`src/rtl/mem_access_unit.sv`:
```
// mem_access_unit: byte-serial little-endian load/store sequencer for an 8-bit data memory
module mem_access_unit #(
  parameter int ADDR_W = 8
) (
  input  logic              clk,
  input  logic              rst_n,
  input  logic              req,
  input  logic              we,
  input  logic [1:0]        size,
  input  logic              sign,
  input  logic [ADDR_W-1:0] addr,
  input  logic [31:0]       wdata,
  output logic              busy,
  output logic              done,
  output logic              err,
  output logic [31:0]       rdata,
  output logic [ADDR_W-1:0] mem_addr,
  output logic [7:0]        mem_wdata,
  output logic              mem_wren,
  input  logic [7:0]        mem_rdata
);
  typedef enum logic [1:0] {IDLE, ACCESS, DONE} state_t;
  state_t            state, state_nx;
  logic [1:0]        k, sz;
  logic [ADDR_W-1:0] base;
  logic [31:0]       data, load_val;
  logic [23:0]       buffer;
  logic              st, sgn, last;
  assign last = k == {sz[1], |sz};
  always_ff @(posedge clk)
    if (!rst_n) state <= IDLE;
    else state <= state_nx;
  always_comb begin
    state_nx = IDLE;
    state_nx = state == IDLE   ? (req ? (size == 2'b11 ? DONE : ACCESS) : IDLE) :
               state == ACCESS ? (last ? DONE : ACCESS) : IDLE;
  end
  always_ff @(posedge clk)
    if (!rst_n) begin
      k     <= '0;
      err   <= 1'b0;
      rdata <= '0;
    end else begin
      err <= state == IDLE && req && size == 2'b11;
      if (state == IDLE && req) begin
        base <= addr;
        data <= wdata;
        st   <= we;
        sgn  <= sign;
        sz   <= size;
        k    <= '0;
      end
      if (state == ACCESS) begin
        k      <= k + 2'd1;
        buffer <= {mem_rdata, buffer[23:8]};
        if (last && !st) rdata <= load_val;
      end
    end
  assign load_val  = sz == 2'b00 ? {{24{sgn & mem_rdata[7]}}, mem_rdata} :
                     sz == 2'b01 ? {{16{sgn & mem_rdata[7]}}, mem_rdata, buffer[23:16]} :
                                   {mem_rdata, buffer};
  assign busy      = state != IDLE;
  assign done      = state == DONE;
  assign mem_addr  = state == ACCESS ? base + ADDR_W'(k) : '0;
  assign mem_wdata = state == ACCESS && st ? data[{k, 3'b000} +: 8] : '0;
  assign mem_wren  = !(state == ACCESS && st);
endmodule
```
`config.mk`:
```
export PLATFORM = sky130hd
export DESIGN_NAME = mem_access_unit
export DESIGN_NICKNAME = d
export VERILOG_FILES = /design/src/rtl/mem_access_unit.sv
export SDC_FILE = /design/constraint.sdc
export NUM_CORES = 1
export LEC_CHECK = 0
export ABC_AREA = 1
export ABC_CLOCK_PERIOD_IN_PS = 2200
export CORE_ASPECT_RATIO = 0.6
export CORE_UTILIZATION = 45
export DETAILED_ROUTE_END_ITERATION = 12
export PLACE_DENSITY_LB_ADDON = 0.08
export SLEW_MARGIN = 30
export SYNTH_ARGS = -nofsm -noshare
export SYNTH_HDL_FRONTEND = slang
export SYNTH_SLANG_ARGS = --single-unit
```
`constraint.sdc`:
```
create_clock -name clk -period 2.2 [get_ports clk]
set_input_delay 0.22 -clock clk [delete_from_list [all_inputs] [get_ports clk]]
set_output_delay 0.22 -clock clk [all_outputs]
set_load 0.01 [all_outputs]
```
Word level (Yosys, flattened, before mapping):

Cells that the tools add are included.

* $add $sub $neg: 2
* eq/ne operators: 5
* shift-type cells: 1
* mux-type cells: 11
* bitwise logic cells: 1
* reductions and logical operators: 14

Operator list (number)
* $mux 32: 2
* $shiftx 32x6->8: 1
* $mux 8: 2
* $mux 2: 7
* $add 8x2->8: 1
* $reduce_and 2->1: 3
* $eq 2x1->1 const B: 2
* $eq 2x2->1 const B: 2
* $logic_and 1x1->1: 4
* $logic_not 2->1: 2
* $reduce_bool 2->1: 2
* $add 2x1->2 const B: 1
* $eq 2x2->1: 1
* $logic_not 1->1: 2
* $reduce_or 2->1: 1
* $and 1x1->1: 1

* flip-flop bits (word level): 105
* input port bits: 55
* word-level logic and storage cells: 44

Longest topological paths before layout:

* depth after elaboration: 5
* mapped depth: 9
* gate-level depth less buffers: 8

Least setup slack after synthesis:

Ideal clock, no wire load.

* kind: input-to-reg
* start: input rst_n
* end: register base[0] (enable)
* library setup time: 0.399 ns
* arrival time: 1.504 ns
* path slack: 0.297 ns
* cell stages on the path: 3
* cell sequence: clkbuf_1 nand4_1 inv_1

* cells in the longest elaborated chain, start to end: 1

Ends and longest elaborated chain
* from (decl): line 6 `input logic rst_n,`
* $reduce_and 2->1 (no source line)
* to (signal assigned): line 46 `base <= addr;`
* to (decl): line 25 `logic [ADDR_W-1:0] base;`

Every way passes these cells.
A chain may end at the register's enable or synchronous reset.

Worst setup path in the final report:

* start: register k[1]
* end: output mem_wdata[2]

* cells in the longest elaborated chain, start to end: 2

Ends and longest elaborated chain
* from (decl): line 24 `logic [1:0] k, sz;`
* from (signal assigned): line 54 `k <= k + 2'd1;`
* $shiftx 32x6->8: line 65 `assign mem_wdata = state == ACCESS && st ? data[{k, 3'b000} +: 8] : '0;`
* $mux 8: line 65
* to (decl): line 18 `output logic [7:0] mem_wdata,`

Every way passes these cells.

==> flow_metrics.env <==
export IMPL_status="finished clean"
export IMPL_tightest_slew_ns=0.378
export IMPL_hold_violations=0
export IMPL_synth_top_family_by_area="simple AND/OR/NAND/NOR gates"
export IMPL_path_class="reg2out"
export IMPL_maxUsedRoutingLayer="met4"
export IMPL_max_freq_mhz=483
export IMPL_synthAdderAreaFrac_pct=0.990
export IMPL_routed_wl_mm=10.3
export IMPL_crit_arrival_ns=1.85
export IMPL_clock_latency_ns=0.34
export IMPL_yosys_area_top_type="edfxtp_1"
export IMPL_synth_compound_area_share_pct=4.21
export IMPL_synth_enable_flop_cells=68
export IMPL_crit_slowest_cell="clkdlybuf4s50_1"
export IMPL_place_hpwl_mm=7.24
export IMPL_ir_drop_uv=391
export IMPL_r2r_end="rdata[13]$_SDFFE_PN0P_"
export IMPL_slew_headroom_pct=74.8
export IMPL_synth_xor_area_share_pct=0.357
export IMPL_worstHoldPathCells=1
export IMPL_fin_nets=674
export IMPL_ant_nets=0
export IMPL_drc=0
export IMPL_area_growth_pct=33.9
export IMPL_grt_first_pass_wirelength_mm=16.7
export IMPL_ff2ff_path_depth=9
export IMPL_synthCells=507
export IMPL_synth_async_reset_ratio_pct=0
export IMPL_synth_common_cells="nand2_1, nor2_1, edfxtp_1, inv_1, dfxtp_1"
export IMPL_power_total_mw=4.33
export IMPL_synth_distinct_cells=26
export IMPL_wl_met2_mm=4.23
export IMPL_crit_chain="buf_6 > clkinv_4 > nor2_1 > o21ai_0 > a21oi_1 > clkdlybuf4s50_1"
export IMPL_r2r_slack_ns=0.28
export IMPL_chipWidth_um=132
export IMPL_synth_top_cell_area_share_pct=44.9
export IMPL_cpPeakStageDelay_ns=0.55
export IMPL_track_usage_pct=20.7
export IMPL_end_kind="output port"
export IMPL_synth_most_common_cell="nand2_1"
export IMPL_setup_viol=0
export IMPL_layout_drive_gt1_share_pct=6.92
export IMPL_grt_overflow_total=0
export IMPL_worstHoldStart="wdata[29]"
export IMPL_row_count=28
export IMPL_cts_made_buffers=9
export IMPL_grt_pass1_vias=3403
export IMPL_grt_setup_unrepaired="true"
export IMPL_hold_end="data[29]$_DFFE_PP_"
export IMPL_ys_seq_area_share_pct=61.1
export IMPL_cts_tree="yes"
export IMPL_io_buffer_count=106
export IMPL_cts_sinks=105
export IMPL_antenna_found_initial=0
export IMPL_synth_area_sq_um=4550
export IMPL_drtIter0Drc=200
export IMPL_h_tree_depth=3
export IMPL_cts_buffer_depth=2
export IMPL_drt_met1_wl_mm=5.37
export IMPL_start_kind="register"
export IMPL_syn_avg_cell_area_sq_um=8.98
export IMPL_synth_ff_type="edfxtp_1"
export IMPL_dr_pass1_iters=5
export IMPL_ios=107
export IMPL_wl_per_cell_um=13.6
export IMPL_ys_ff_latch=105
export IMPL_synthTopCellsByArea="edfxtp_1, dfxtp_1, nand2_1"
export IMPL_cts_hold_buf=0
export IMPL_hold_path_class="in2reg"
export IMPL_synth_fp_nets=565
export IMPL_clk_pin_slew_ns=0.07
export IMPL_place_congestion=0.780
export IMPL_root_buffer="clkbuf_16"
export IMPL_clock_skew_ns=0.00525
export IMPL_timing_rr_start="sz[1]$_DFFE_PP_"
export IMPL_dieArea_sq_um=10500
export IMPL_min_period_over_period_pct=94.2
export IMPL_num_antenna_cells=0
export IMPL_floorplan_initialDensity_pct=46.2
export IMPL_p_leak_nw=2.71
export IMPL_crit_fanout=10
export IMPL_timing_final_crit_period_ns=2.07
export IMPL_synth_simple_area_share_pct=26.3
export IMPL_worstPathRequired_ns=1.98
export IMPL_max_cap_viol_count=0
export IMPL_synthMuxAreaShare_pct=0
export IMPL_vias=3560
export IMPL_core_sq_um=9840
export IMPL_wl_met3_um=633
export IMPL_fill_cells=850
export IMPL_final_setup_tns_ns=0
export IMPL_grt_max_degree=41
export IMPL_synth_warnings=0
export IMPL_vias_per_cell=4.71
export IMPL_die_h_um=79.9
export IMPL_drv_slew=0
export IMPL_p_per_area_nw_per_um2=710
[cells by family (layout without fill, tap and decap cells)]
family                   Yosys count  in the layout
AO/OA/AOI/OAI                     38             38
AND/OR/NAND/NOR                  290            290
flip-flops                       105            105
buffers and inverters             70            184
XOR/XNOR                           1              1
adder cells (fa/ha/maj)            3              3
[power breakdown]
group	internal [mW]	switching (mW)	total, mW
Combinational	0.236	0.273	0.509
Sequential	2.19	0.0371	2.23
Clock	0.885	0.706	1.59
Total	3.31	1.02	4.33
[final cells by class]
| cell class | count | area [sq um] | share of cell area, % |
|---|---|---|---|
| repair buffers | 120 | 1200 | 19.8 |
| flip-flops and latches | 105 | 2780 | 45.7 |
| clock buffers | 10 | 229 | 3.76 |
| multi-input cells | 332 | 1450 | 23.9 |
| inverters | 48 | 188 | 3.08 |
| well taps | 135 | 169 | 2.77 |
| clock inverters | 6 | 66.3 | 1.09 |
[flip-flops by register name (all words and copies together) (netlist names)]
name    count
err         1
base        8
sgn         1
sz          2
k           2
buffer     24
rdata      32
data       32
st          1
state       2
[worst max-delay path by stage]
stage	start	end	slack, ns	depth (start not counted)
floorplan	rst_n	base[0]$_DFFE_PP_	0.30	3
global route	base[0]$_DFFE_PP_	mem_addr[4]	-0.007	7
global placement	base[0]$_DFFE_PP_	mem_addr[6]	0.06	8
CTS	k[1]$_SDFFE_PN0P_	mem_wdata[6]	0.03	6
detailed placement	base[0]$_DFFE_PP_	mem_addr[6]	-0.003	8
finish	k[1]$_SDFFE_PN0P_	mem_wdata[2]	0.13	6
[what timing repair did]
action                                  4_1_cts  5_1_grt
resized for setup                            17        9
cloned                                        0        0
pin swaps                                     0        0
buffers inserted                              1        0
endpoints found under the setup margin       15        9
[through the flow]
stage          setup slack, ns  instances  area (sq um)  hold slack [ns]  utilization (%)
5_1_grt               -0.00650        756          6090            0.418             61.9
2_1_floorplan            0.297        507          4550            0.319                -
4_1_cts                 0.0314        756          6070            0.417             61.7
3_3_place_gp            0.0581        739          5760            0.428             58.6
3_5_place_dp          -0.00335        739          5760            0.433             58.6
6_report                 0.128        756          6090            0.425             61.9
[critical path, delay by kind of cell, from the launching register on]
| family | cells | cell delay [ns] |
|---|---|---|
| flip-flops | 1 | 0.38 |
| AO/OA/AOI/OAI | 2 | 0.21 |
| buffers and inverters | 3 | 0.83 |
| AND/OR/NAND/NOR | 1 | 0.10 |
[metal layers]
metal,vias up,track usage (%)
met4,0,5.47
met2,120,31.3
met3,10,4.95
li1,1830,-
met1,1600,29.6
met5,-,0
[layout by cell type, fill, tap and decap left out, drive strengths merged, types with 3 or more instances in the layout]
cell	n
nand2	141
o21ai	23
dlygate4sd2	6
clkdlybuf4s50	92
dlymetal6s2s	7
a21oi	14
clkinv	4
nor2	108
clkbuf	10
nand3	36
edfxtp	68
dfxtp	37
inv	46
buf	15
clkinvlp	3
(Power assumes the default switching activity.)
